## src/rtl/key_handoff_ctrl.sv

```systemverilog
// key_handoff_ctrl: stages generated RSA public keys, requests the transmitter with
// timeout/retry, then publishes the key and enables the decrypter.
module key_handoff_ctrl #(
    parameter int KEY_WIDTH = 128,
    parameter int TIMEOUT   = 16,
    parameter int MAX_RETRY = 3
) (
    input  logic                 clk,
    input  logic                 rst_n,
    input  logic                 key_valid,
    input  logic [KEY_WIDTH-1:0] n_wire,
    input  logic [KEY_WIDTH-1:0] e_wire,
    input  logic                 accept,
    output logic [KEY_WIDTH-1:0] n,
    output logic [KEY_WIDTH-1:0] e,
    output logic                 request,
    output logic                 de_en,
    output logic                 key_sent,
    output logic                 error
);
    localparam int TW = $clog2(TIMEOUT + 1);
    localparam int AW = (MAX_RETRY > 0) ? $clog2(MAX_RETRY + 1) : 1;

    typedef enum logic [2:0] {IDLE, REQ, GAP, SEND, ACTIVE, ERR} state_t;

    state_t               state, state_d;
    logic [KEY_WIDTH-1:0] stage_n, stage_e;
    logic [TW-1:0]        tmr, tmr_d;
    logic [AW-1:0]        att, att_d;
    logic                 accept_q, acc_edge, load;

    assign acc_edge = accept & ~accept_q;

    always_comb begin
        state_d = state;
        tmr_d   = tmr;
        att_d   = att;
        load    = 1'b0;
        case (state)
            IDLE, ACTIVE, ERR: begin
                if (key_valid) begin
                    load    = 1'b1;
                    tmr_d   = '0;
                    att_d   = '0;
                    state_d = REQ;
                end
            end
            REQ: begin
                // an accept edge wins over a new key; the new key is still staged so it is the one delivered
                if (key_valid) begin
                    load    = 1'b1;
                    tmr_d   = '0;
                    att_d   = '0;
                    state_d = acc_edge ? SEND : REQ;
                end else if (acc_edge) begin
                    state_d = SEND;
                end else if (tmr == TW'(TIMEOUT - 1)) begin
                    tmr_d   = '0;
                    state_d = (att == AW'(MAX_RETRY)) ? ERR : GAP;
                    att_d   = (att == AW'(MAX_RETRY)) ? att : att + 1'b1;
                end else begin
                    tmr_d = tmr + 1'b1;
                end
            end
            GAP: begin
                tmr_d   = '0;
                load    = key_valid;
                att_d   = key_valid ? '0 : att;
                state_d = REQ;
            end
            SEND:    state_d = ACTIVE;
            default: state_d = IDLE;
        endcase
    end

    always_ff @(posedge clk) begin
        if (!rst_n) begin
            state    <= IDLE;
            stage_n  <= '0;
            stage_e  <= '0;
            tmr      <= '0;
            att      <= '0;
            accept_q <= 1'b0;
            n        <= '0;
            e        <= '0;
            request  <= 1'b0;
            de_en    <= 1'b0;
            key_sent <= 1'b0;
            error    <= 1'b0;
        end else begin
            state    <= state_d;
            tmr      <= tmr_d;
            att      <= att_d;
            accept_q <= accept;
            if (load) begin
                stage_n <= n_wire;
                stage_e <= e_wire;
            end
            if (state == SEND) begin
                n     <= stage_n;
                e     <= stage_e;
                de_en <= 1'b1;
            end
            key_sent <= (state == SEND);
            request  <= (state_d == REQ);
            error    <= (state_d == ERR);
        end
    end
endmodule
```

## config.mk

```make
export PLATFORM = sky130hd
export DESIGN_NAME = key_handoff_ctrl
export DESIGN_NICKNAME = d
export VERILOG_FILES = /design/src/rtl/key_handoff_ctrl.sv
export SDC_FILE = /design/constraint.sdc
export NUM_CORES = 1
export LEC_CHECK = 0
export BUFFER_PORTS_ARGS = -buffer_cell sky130_fd_sc_hd__buf_2
export CAP_MARGIN = 10
export CORE_UTILIZATION = 45
export CTS_BUF_LIST = sky130_fd_sc_hd__clkbuf_2 sky130_fd_sc_hd__clkbuf_4 sky130_fd_sc_hd__clkbuf_8
export CTS_CLUSTER_DIAMETER = 150
export CTS_CLUSTER_SIZE = 28
export DETAILED_ROUTE_END_ITERATION = 6
export PLACE_DENSITY = 0.76
export SLEW_MARGIN = 20
export SYNTH_ARGS = -nofsm -noshare
export SYNTH_HDL_FRONTEND = slang
export SYNTH_SLANG_ARGS = --single-unit
```

## constraint.sdc

```tcl
create_clock -name clk -period 2.7 [get_ports clk]
set_clock_uncertainty 0.05 [all_clocks]
set_input_delay 0.675 -clock clk [delete_from_list [all_inputs] [get_ports clk]]
set_output_delay 0.675 -clock clk [all_outputs]
set_load 0.005 [all_outputs]
```

==> metrics.txt <==
# TYPE chip_impl_metric gauge
chip_impl_metric{name="rows",unit=""} 73
chip_impl_metric{name="worst_ep_required_time",unit="ns"} 3.21
chip_impl_metric{name="final_std_cell_area_no_fill",unit="sq um"} 21700
chip_impl_metric{name="cts_repair_resize_count",unit=""} 0
chip_impl_metric{name="dpl-instance-area",unit="sq um"} 21300
chip_impl_metric{name="portion_of_netlist_area_occupied_by_mux_cells",unit="%"} 0.110
chip_impl_metric{name="achievable-frequency",unit="GHz"} 0.485
chip_impl_metric{name="number_of_hold_slack_violations_in_the_final_timing_report",unit=""} 0
chip_impl_metric{name="die_width",unit="um"} 204
chip_impl_metric{name="syn_area",unit="sq um"} 18300
chip_impl_metric{name="netlist.area_leader.share",unit="%"} 57.7
chip_impl_info{name="unrepaired_setup_endpoints_after_global_routing",value="false"} 1
chip_impl_metric{name="cellInternalPower",unit="uW"} 9150
chip_impl_metric{name="detail-route-antenna-nets",unit=""} 0
chip_impl_metric{name="core_region_area",unit="sq um"} 39900
chip_impl_info{name="startpoint_to_endpoint_class_of_the_critical_path",value="flip-flop to flip-flop"} 1
chip_impl_metric{name="n_fill_cell",unit=""} 3712
chip_impl_metric{name="cts_buffer_depth",unit=""} 3
chip_impl_metric{name="drtIter0Drc",unit=""} 1293
chip_impl_info{name="layout_commonest_cell",value="nand2_1"} 1
chip_impl_metric{name="hpwlAfterDp",unit="mm"} 33.9
chip_impl_metric{name="avgSynthCellArea",unit="sq um"} 7.92
chip_impl_metric{name="net_switching_power",unit="uW"} 2860
chip_impl_metric{name="seq_power_share",unit="%"} 67.7
chip_impl_metric{name="peakVddDrop",unit="mV"} 0.471
chip_impl_metric{name="cts-hold-fix-buffers",unit=""} 0
chip_impl_info{name="synth.top_cells.by_area",value="dfxtp_1, nand2_1, a21oi_1"} 1
chip_impl_metric{name="grt_antenna_before_repair",unit=""} 17
chip_impl_info{name="r2r-end",value="stage_e[103]"} 1
chip_impl_metric{name="pwr-share-comb",unit="%"} 7.4
chip_impl_metric{name="p_leak",unit="uW"} 0.00903
chip_impl_metric{name="worst_margin_pin_slew",unit="ns"} 0.611
chip_impl_metric{name="grt_pass1_vias",unit=""} 15200
chip_impl_metric{name="routed_len_inst",unit="um"} 15.0
chip_impl_metric{name="dieArea",unit="sq um"} 41400
chip_impl_metric{name="layout_cells_sized_above_1",unit="%"} 22.1
chip_impl_metric{name="numClockSinks",unit=""} 527
chip_impl_info{name="timing.critical_path.to_type",value="flip-flop"} 1
chip_impl_metric{name="syn2layout_area_growth",unit="%"} 18.7
chip_impl_metric{name="dieHeight",unit="um"} 204
chip_impl_metric{name="synth_compound_area_share",unit="%"} 14.8
chip_impl_metric{name="yosysWarnings",unit=""} 0
chip_impl_metric{name="cts_inserted_buffers",unit=""} 22
chip_impl_metric{name="portBuffers",unit=""} 519
chip_impl_metric{name="synth_edf_count",unit=""} 0
chip_impl_metric{name="count_of_state_elements_after_synthesis",unit=""} 527
chip_impl_info{name="clock_tree.root_cell",value="clkbuf_8"} 1
chip_impl_metric{name="drv_cap",unit=""} 0
chip_impl_info{name="worst_path_cell_chain",value="o21ai_1, nand2_4, buf_12, nand2_1, a21oi_1"} 1
chip_impl_info{name="crit_path_start",value="state[1]"} 1
chip_impl_metric{name="grt_max_degree",unit=""} 100
chip_impl_metric{name="ys_seq_area_share",unit="%"} 57.7
chip_impl_metric{name="routed_wirelength",unit="mm"} 48.8
chip_impl_info{name="clock_tree_from_tritoncts",value="built"} 1
chip_impl_metric{name="drt_drc_violations_left",unit=""} 0
chip_impl_metric{name="top_level_ports",unit=""} 520
chip_impl_metric{name="grt_usage",unit="%"} 22.2
chip_impl_info{name="critical_path.endpoint",value="stage_e[103]"} 1
chip_impl_metric{name="totalNegativeSetupSlack",unit="ns"} 0
chip_impl_info{name="ys.flop_type",value="dfxtp_1"} 1
chip_impl_metric{name="fin_crit",unit="ns"} 2.06
chip_impl_metric{name="floorplan.initialDensity",unit="%"} 45.8
chip_impl_metric{name="power.share.clock",unit="%"} 25.0
chip_impl_info{name="main_combinational_cell_family_by_area_after_synthesis",value="simple AND/OR/NAND/NOR gates"} 1
chip_impl_metric{name="synthAdderAreaFrac",unit="%"} 0.137
chip_impl_metric{name="worst_slew_margin_relative_to_its_limit",unit="%"} 59.3
chip_impl_info{name="category_of_the_worst_setup_path_launch_point",value="flip-flop"} 1
chip_impl_metric{name="r2r_cells",unit=""} 5
chip_impl_metric{name="globalRoute.totalOverflow",unit=""} 0
chip_impl_metric{name="finalSetupViolCount",unit=""} 0
chip_impl_metric{name="timing.critical_path.arrival",unit="ns"} 2.57
chip_impl_metric{name="cpPeakStageDelay",unit="ns"} 0.66
chip_impl_metric{name="net_count_of_the_finished_layout",unit=""} 2982
chip_impl_metric{name="synth_cell_types",unit=""} 41
chip_impl_metric{name="crit_fanout",unit=""} 63
chip_impl_metric{name="yosys.area_share.simple",unit="%"} 22.5
chip_impl_metric{name="synth_xor_xnor_area_share",unit="%"} 0
chip_impl_metric{name="first_pass_iters",unit=""} 5
chip_impl_metric{name="insertion_delay",unit="ns"} 0.64
chip_impl_metric{name="mappedNetlistNets",unit=""} 2570
chip_impl_info{name="layout.cells.most_common_list",value="nand2_1, dfxtp_1, buf_2"} 1
chip_impl_metric{name="layout_worst_path_cycle_share",unit="%"} 76.3
chip_impl_metric{name="reg2reg_slack",unit="ns"} 0.64
chip_impl_metric{name="cts_htree_levels",unit=""} 1
chip_impl_metric{name="synth_cells",unit=""} 2308
chip_impl_metric{name="timing.final.max_slew_violations",unit=""} 0
chip_impl_info{name="yosysTopAreaCell",value="dfxtp_1"} 1
chip_impl_metric{name="global_route_wire_length_before_repair",unit="mm"} 76.1
chip_impl_metric{name="gp_routability_congestion",unit=""} 0.865
chip_impl_metric{name="num_vias",unit=""} 16500
chip_impl_metric{name="p_per_area",unit="nW/um^2"} 554
chip_impl_info{name="hold_path_class",value="input pin to flip-flop"} 1
chip_impl_info{name="run_status",value="finished clean"} 1
chip_impl_metric{name="clkTransAtPathRegs",unit="ns"} 0.17
chip_impl_metric{name="netSwitchingFraction",unit="%"} 23.8
chip_impl_metric{name="postSynth.asyncResetShare",unit="%"} 0
chip_impl_metric{name="via_per_inst",unit=""} 5.06
chip_impl_info{name="critPathSlowestCell",value="dfxtp_1"} 1
chip_impl_info{name="timing.rr.start",value="state[1]"} 1
chip_impl_metric{name="postCtsSetupBuffers",unit=""} 0
## synthesized netlist by cell type (all sizes together), types with 3 or more instances
cell type,n
a21oi,516
a31oi,4
and2,6
buf,101
clkbuf,75
dfxtp,527
nand2,1033
nand3,3
nor2,6
nor2b,4
nor3b,3
o21ai,4
## worst max-delay path: cells and delay by family, from the launching register on
family | cells | cell delay, ns
compound gates | 2 | 0.37
buf+inv | 1 | 0.32
flops | 1 | 0.66
simple gates | 2 | 0.52
## per-layer routing
metal / global-route usage (%) / routed length [um]
met1: 27.0 / 19900
met2: 37.1 / 23000
met3: 5.39 / 3840
met4: 9.91 / 2030
met5: 0 / 35
## through the flow
step	power [uW]	worst slack (ns)	cells	hold WS (ns)	utilization, %
after detailed placement	9180	0.656	3221	0.393	53.4
after global placement	9140	0.667	3221	0.380	53.4
after global routing	12500	0.439	3256	0.158	54.3
after floorplan	8780	0.944	2308	0.365	-
after CTS	12100	0.636	3245	0.140	54.3
final	12000	0.640	3260	0.197	54.3
## worst min-delay path by stage
stage	startpoint	end	slack (ns)	cells after the start
floorplan	tmr[4]	tmr[4]	0.37	2
detailed placement	tmr[4]	tmr[4]	0.39	2
finish	n_wire[69]	stage_n[69]	0.20	3
global route	n_wire[77]	stage_n[77]	0.16	3
CTS	n_wire[64]	stage_n[64]	0.14	3
global placement	tmr[4]	tmr[4]	0.38	2
## cells by family after synthesis
kind of cell             Yosys count
multiplexers                       2
flip-flops                       527
adder cells (fa/ha/maj)            2
AND/OR/NAND/NOR                 1067
buffers and inverters            177
AO/OA/AOI/OAI                    533
## sequential cells by signal, indices dropped and copies added, names as in the netlist
register / cells
state: 3
n: 128
accept_q: 1
key_sent: 1
stage_n: 128
error: 1
stage_e: 128
att: 2
request: 1
tmr: 5
de_en: 1
e: 128
## power groups by stage
stage          clock network [uW]  registers (uW)  logic, uW
2_1_floorplan                   0            8260        516
3_3_place_gp                    0            8280        862
3_5_place_dp                    0            8290        888
4_1_cts                      3110            8120        888
5_1_grt                      3370            8160        988
6_report                     3000            8130        884
## layout make-up
class / instances / area [sq um] / area share, %
Sequential cell: 527 / 10600 / 48.6
Inverter: 1 / 11.3 / 0.0519
Clock inverter: 1 / 7.51 / 0.0346
Antenna cell: 15 / 37.5 / 0.173
Timing Repair Buffer: 564 / 3220 / 14.9
Tap cell: 525 / 657 / 3.03
Clock buffer: 23 / 317 / 1.46
Multi-Input combinational cell: 1604 / 6890 / 31.8
(Power assumes the default switching activity.)
